**config.mk**
```make
export PLATFORM = sky130hd
export DESIGN_NAME = multicycle_control
export DESIGN_NICKNAME = d
export VERILOG_FILES = /design/src/rtl/control_pkg.sv /design/src/rtl/opcode_classifier.sv /design/src/rtl/multicycle_control.sv
export SDC_FILE = /design/constraint.sdc
export NUM_CORES = 1
export LEC_CHECK = 0
export CORE_MARGIN = 2
export CORE_UTILIZATION = 26
export DETAILED_ROUTE_END_ITERATION = 7
export PLACE_DENSITY_LB_ADDON = 0.12
export RECOVER_POWER = 50
export SLEW_MARGIN = 20
export SYNTH_ARGS = -nofsm -noshare
export SYNTH_HDL_FRONTEND = slang
export SYNTH_SLANG_ARGS = --single-unit
```
**constraint.sdc**
```tcl
create_clock -name clk -period 3.37 [get_ports clk]
set_clock_uncertainty 0.05 [all_clocks]
set_input_delay 0.5055 -clock clk [delete_from_list [all_inputs] [get_ports clk]]
set_output_delay 0.5055 -clock clk [all_outputs]
set_load 0.005 [all_outputs]
```
**src/rtl/control_pkg.sv**
```systemverilog
// Shared types and encodings for the LEGv8 multicycle sequencer.
// Opcode constants are the 11-bit instruction[31:21] field.
package control_pkg;

  typedef enum logic [3:0] {
    S_IDLE, S_FETCH, S_DECODE, S_EXEC_R, S_WB_R, S_ADDR,
    S_MEM_RD, S_WB_LD, S_MEM_WR, S_BRANCH, S_HALT
  } state_t;

  typedef enum logic [2:0] {
    CLS_R, CLS_LOAD, CLS_STORE, CLS_CBZ, CLS_HLT, CLS_ILLEGAL
  } op_class_t;

  localparam logic [10:0] OP_ADD      = 11'b10001011000;
  localparam logic [10:0] OP_SUB      = 11'b11001011000;
  localparam logic [10:0] OP_AND      = 11'b10001010000;
  localparam logic [10:0] OP_ORR      = 11'b10101010000;
  localparam logic [10:0] OP_LDUR     = 11'b11111000010;
  localparam logic [10:0] OP_STUR     = 11'b11111000000;
  localparam logic [10:0] OP_CBZ_MASK = 11'b11111111000;
  localparam logic [10:0] OP_CBZ_VAL  = 11'b10110100000;
  localparam logic [10:0] OP_HLT      = 11'b11010100010;

  localparam logic [1:0] ALU_ADD    = 2'b00;
  localparam logic [1:0] ALU_PASS_B = 2'b01;
  localparam logic [1:0] ALU_FUNCT  = 2'b10;

  localparam logic [1:0] SRCB_REG      = 2'b00;
  localparam logic [1:0] SRCB_FOUR     = 2'b01;
  localparam logic [1:0] SRCB_SEXT     = 2'b10;
  localparam logic [1:0] SRCB_SEXT_SH2 = 2'b11;

endpackage

```
**src/rtl/opcode_classifier.sv**
```systemverilog
// Combinational map from instruction[31:21] to an instruction class.
// Zero latency; no flow control.
module opcode_classifier
  import control_pkg::*;
(
  input  logic [10:0] i_opcode,
  output op_class_t   o_class
);

  always_comb begin
    o_class = CLS_ILLEGAL;
    if (i_opcode inside {OP_ADD, OP_SUB, OP_AND, OP_ORR})
      o_class = CLS_R;
    else if (i_opcode == OP_LDUR)
      o_class = CLS_LOAD;
    else if (i_opcode == OP_STUR)
      o_class = CLS_STORE;
    else if ((i_opcode & OP_CBZ_MASK) == OP_CBZ_VAL)
      o_class = CLS_CBZ;
    else if (i_opcode == OP_HLT)
      o_class = CLS_HLT;
  end

endmodule

```
**src/rtl/multicycle_control.sv**
```systemverilog
// Multicycle LEGv8 sequencer: Moore decode of the registered state, plus the
// shared memory-port handshake (states hold until mem_ack).
module multicycle_control
  import control_pkg::*;
#(
  parameter int CNT_W = 32
) (
  input  logic             clk,
  input  logic             reset_n,
  input  logic             run,
  input  logic [10:0]      opcode,
  input  logic             zero,
  input  logic             mem_ack,
  output logic             mem_req,
  output logic             mem_we,
  output logic             iord,
  output logic             ir_write,
  output logic             pc_write,
  output logic             pc_write_cond,
  output logic             pc_src,
  output logic             alu_src_a,
  output logic [1:0]       alu_src_b,
  output logic [1:0]       alu_op,
  output logic             reg_to_loc,
  output logic             reg_write,
  output logic             mem_to_reg,
  output logic             halted,
  output logic             illegal,
  output logic [CNT_W-1:0] retired
);

  state_t           r_state;
  logic             r_halted;
  logic             r_illegal;
  logic [CNT_W-1:0] r_retired;
  op_class_t        w_class;
  logic             w_unused_zero;

  // The branch decision is taken in the datapath from pc_write_cond & zero.
  assign w_unused_zero = zero;

  opcode_classifier u_classifier (
    .i_opcode (opcode),
    .o_class  (w_class)
  );

  always_ff @(posedge clk or negedge reset_n) begin
    if (!reset_n) begin
      r_state   <= S_IDLE;
      r_halted  <= 1'b0;
      r_illegal <= 1'b0;
      r_retired <= '0;
    end else begin
      case (r_state)
        S_IDLE:   if (run) r_state <= S_FETCH;
        S_FETCH:  if (mem_ack) r_state <= S_DECODE;
        S_DECODE: begin
          case (w_class)
            CLS_R:               r_state <= S_EXEC_R;
            CLS_LOAD, CLS_STORE: r_state <= S_ADDR;
            CLS_CBZ:             r_state <= S_BRANCH;
            CLS_HLT: begin
              r_state  <= S_HALT;
              r_halted <= 1'b1;
            end
            default: begin
              r_state   <= S_HALT;
              r_halted  <= 1'b1;
              r_illegal <= 1'b1;
            end
          endcase
        end
        S_EXEC_R: r_state <= S_WB_R;
        S_ADDR:   r_state <= (w_class == CLS_LOAD) ? S_MEM_RD : S_MEM_WR;
        S_MEM_RD: if (mem_ack) r_state <= S_WB_LD;
        S_MEM_WR: begin
          if (mem_ack) begin
            r_retired <= r_retired + CNT_W'(1);
            r_state   <= run ? S_FETCH : S_IDLE;
          end
        end
        // Final states of R-type, LDUR and CBZ retire unconditionally.
        S_WB_R, S_WB_LD, S_BRANCH: begin
          r_retired <= r_retired + CNT_W'(1);
          r_state   <= run ? S_FETCH : S_IDLE;
        end
        S_HALT:   r_state <= S_HALT;
        default:  r_state <= S_IDLE;
      endcase
    end
  end

  always_comb begin
    mem_req       = 1'b0;
    mem_we        = 1'b0;
    iord          = 1'b0;
    ir_write      = 1'b0;
    pc_write      = 1'b0;
    pc_write_cond = 1'b0;
    pc_src        = 1'b0;
    alu_src_a     = 1'b0;
    alu_src_b     = SRCB_REG;
    alu_op        = ALU_ADD;
    reg_to_loc    = 1'b0;
    reg_write     = 1'b0;
    mem_to_reg    = 1'b0;
    case (r_state)
      S_FETCH: begin
        mem_req   = 1'b1;
        alu_src_b = SRCB_FOUR;
        ir_write  = mem_ack;
        pc_write  = mem_ack;
      end
      S_DECODE: begin
        alu_src_b  = SRCB_SEXT_SH2;
        reg_to_loc = (w_class == CLS_STORE) || (w_class == CLS_CBZ);
      end
      S_EXEC_R: begin
        alu_src_a = 1'b1;
        alu_op    = ALU_FUNCT;
      end
      S_WB_R:   reg_write = 1'b1;
      S_ADDR: begin
        alu_src_a = 1'b1;
        alu_src_b = SRCB_SEXT;
      end
      S_MEM_RD: begin
        mem_req = 1'b1;
        iord    = 1'b1;
      end
      S_WB_LD: begin
        reg_write  = 1'b1;
        mem_to_reg = 1'b1;
      end
      S_MEM_WR: begin
        mem_req    = 1'b1;
        mem_we     = 1'b1;
        iord       = 1'b1;
        reg_to_loc = 1'b1;
      end
      S_BRANCH: begin
        alu_src_a     = 1'b1;
        reg_to_loc    = 1'b1;
        alu_op        = ALU_PASS_B;
        pc_write_cond = 1'b1;
        pc_src        = 1'b1;
      end
      default: ;
    endcase
  end

  assign halted  = r_halted;
  assign illegal = r_illegal;
  assign retired = r_retired;

endmodule

```
==> run_results.csv <==
group,metric,value,unit
sta,min_period_over_period,90.8,%
drt,drt-initial-drc-count,67,
cts,post_cts_resized,0,
drt,wire_per_inst,13.1,um
sta,worst_slack,312,ps
floorplan,ios,65,
cts,ctsHoldBuffers,0,
floorplan,chipWidth,95.3,um
worst_setup_path,cp-endpoint,"reg_to_loc",
status,status,"finished, violations left",
worst_setup_path,start_kind,"input port",
floorplan,fp.dieH,95.3,um
worst_setup_path,rr_startpoint,"r_state[3]$_DFFE_PN0P_",
sta,max_slew_margin,-36.9,%
layout,layout.cells.non_filler,396,
floorplan,row_count,33,
layout,antenna_cells,0,
sta,fin_crit,3060,ps
drt,drcViolationCount,0,
drt,drt_pass1_iterations,4,
drt,drt-total-wl,5190,um
floorplan,initial_utilization,26.6,%
placement,io_buffers,63,
pwr,power,0.00148,W
layout,final_nets,307,
cts,cts-root-buf,"clkbuf_8",
global_routing,track_usage,12.5,%
worst_setup_path,worst-r2r-cell-count,5,
sta,fmax,327,MHz
synthesis,ys_async_sr_fraction,100,%
synthesis,synth_flop_cell,"dfrtp_1",
worst_setup_path,r2r_setup_slack,980,ps
cts,cts_tree,"done",
global_routing,antenna_found_initial,0,
sta,slew_violations,39,
synthesis,synth-seq-area-share,43.9,%
worst_setup_path,arrival,2500,ps
synthesis,synth_edf_count,0,
global_routing,grt_max_degree,39,
synthesis,netlist_instances,229,
pwr,p_per_area,499,mW/mm2
cts,cts_made_buffers,5,
status,violations,"max-capacitance violations, max-slew violations",
drt,postRouteAntennaNets,0,
cts,htree_levels,2,
sta,finalSetupTns,0,ps
placement,place_congestion,0.754,
drt,via_count,1872,
synthesis,yosys_warnings,0,
placement,dp_slack,338,ps
layout,fillerInstances,830,
placement,place_hpwl,3760,um
synthesis,synth.net_count,246,
pwr,leakagePower,1.25,nW
min_path,hp-class,"reg -> reg",
worst_setup_path,startpoint,"opcode[0]",
synthesis,syn_area,0.00217,mm2
placement,place_inst,388,
synthesis,syn_avg_cell_area,9.46,um2
worst_setup_path,end_kind,"output port",
worst_setup_path,crit_fanout,3,
floorplan,die_area,0.00908,mm2
cts,clockBufferDepth,2,
global_routing,grt_overflow_total,0,
global_routing,grt_first_pass_wirelength,8910,um
cts,clk_pin_slew,80,ps
run,maxCapViolCount,1,
worst_setup_path,r2r-end,"retired[28]$_DFFE_PN0P_",
worst_setup_path,critical_path_required,2810,ps
cts,clkSinkCount,38,
sta,finalSetupViolations,0,
cts,clk_latency,280,ps
floorplan,core_area,0.00813,mm2
global_routing,grt_pass1_vias,1860,
cts,cts_setup_buffers,0,
layout,drive_gt1_share,5.15,%
synthesis,yosysUniqueCellTypes,45,
layout,fin_util,36.4,%
sta,hold_viol,0,
worst_setup_path,crit_type,"in -> out",
sta,worst_slew_pin_slew,2050,ps
pwr,vdd_drop_max,0.000253,V
synthesis,synth_seq_cells,38,
drt,via_per_inst,4.73,
sta,grt_setup_unrepaired,"false",
layout,area_delta_synth_final,36.9,%
## through the flow
stage | hold WS (ps) | instance area, um2
2_1_floorplan | 160 | 2170
3_3_place_gp | 405 | 2870
3_5_place_dp | 415 | 2870
4_1_cts | 313 | 2970
5_1_grt | 439 | 2960
6_report | 414 | 2960
## Yosys cell counts, drive strengths merged, types with 2 or more instances
master	n	area, um2
a22oi	2	15.0
a32o	2	20.0
and2	4	25.0
and3	6	37.5
and4	3	28.8
buf	8	60.1
clkbuf	5	18.8
dfrtp	38	951
inv	5	18.8
nand2	26	97.6
nand2b	2	12.5
nand3	12	60.1
nand4	14	87.6
nand4b	2	17.5
nor2	18	67.6
nor2b	7	43.8
nor3	8	40.0
nor4	2	12.5
nor4bb	5	50.1
o21ai	6	30.0
o22ai	2	12.5
xnor2	23	201
xor2	10	87.6
## how the worst min path moves through the flow
stage | from | endpoint | cells past startpoint
floorplan | reset_n | halted$_DFFE_PN0P_ | 0
global placement | illegal$_DFFE_PN0P_ | illegal$_DFFE_PN0P_ | 1
detailed placement | illegal$_DFFE_PN0P_ | illegal$_DFFE_PN0P_ | 1
CTS | reset_n | retired[12]$_DFFE_PN0P_ | 1
global route | halted$_DFFE_PN0P_ | halted$_DFFE_PN0P_ | 1
finish | retired[31]$_DFFE_PN0P_ | retired[31]$_DFFE_PN0P_ | 1
## power breakdown
part           leakage, nW  internal [W]  switching, W  total, W
registers            0.504      0.000500     0.0000952  0.000596
clock network       0.0482      0.000165      0.000157  0.000323
logic                0.695      0.000304      0.000255  0.000559
## per-layer routing
metal | vias to the layer above | global-route usage (%) | wire length [um]
met1 | 864 | 16.9 | 2500
li1 | 935 | - | -
met2 | 66 | 19.4 | 2250
met5 | - | 0 | 0
met3 | 7 | 3.00 | 340
met4 | 0 | 4.35 | 90
## placed cells by master, fill, tap and decap left out, drive strengths merged, types with 2 or more instances in the layout
cell	n
a22oi	2
nand2	26
and4	3
buf	4
nor4	2
xor2	10
nand3	12
inv	5
dlygate4sd3	24
nor4bb	5
nor2b	7
o22ai	2
nor2	18
o21ai	6
nand2b	2
and3	6
clkdlybuf4s50	38
a32o	2
clkbuf	8
nand4b	2
xnor2	23
and2	4
nand4	14
nor3	8
dfrtp	38
## cells by family (layout without fill, tap and decap cells)
kind of cell,Yosys count,in the layout,share of synthesized area (%)
xor gates and xnor gates,33,33,13.3
AOI/OAI and AO/OA,23,23,7.86
and+or+nand+nor,114,114,28.8
muxes,2,2,0.982
DFF,38,38,43.9
buffers and inverters,18,80,4.51
adders and majority gates,1,1,0.578
## sequential cells by signal (all words and copies together) (netlist names)
name	flops
r_state	4
halted	1
illegal	1
retired	32
## worst max-delay path, stage by stage
cell and delay (ps):
clkdlybuf4s50_1 420, nor4b_1 440, nand4_1 210, nand2_1 150
inv_1 80, o22ai_1 170, clkdlybuf4s50_1 540
## cell type report
type | instances | area (um2) | share of cell area, %
clock buffers | 7 | 86.3 | 2.91
clock inverters | 1 | 5.00 | 0.169
inverters | 5 | 18.8 | 0.633
multi-input cells | 173 | 1120 | 37.7
flip-flops and latches | 38 | 951 | 32.1
well taps | 105 | 131 | 4.43
repair buffers | 67 | 654 | 22.1
No activity file was read; power rests on OpenSTA's default activity.
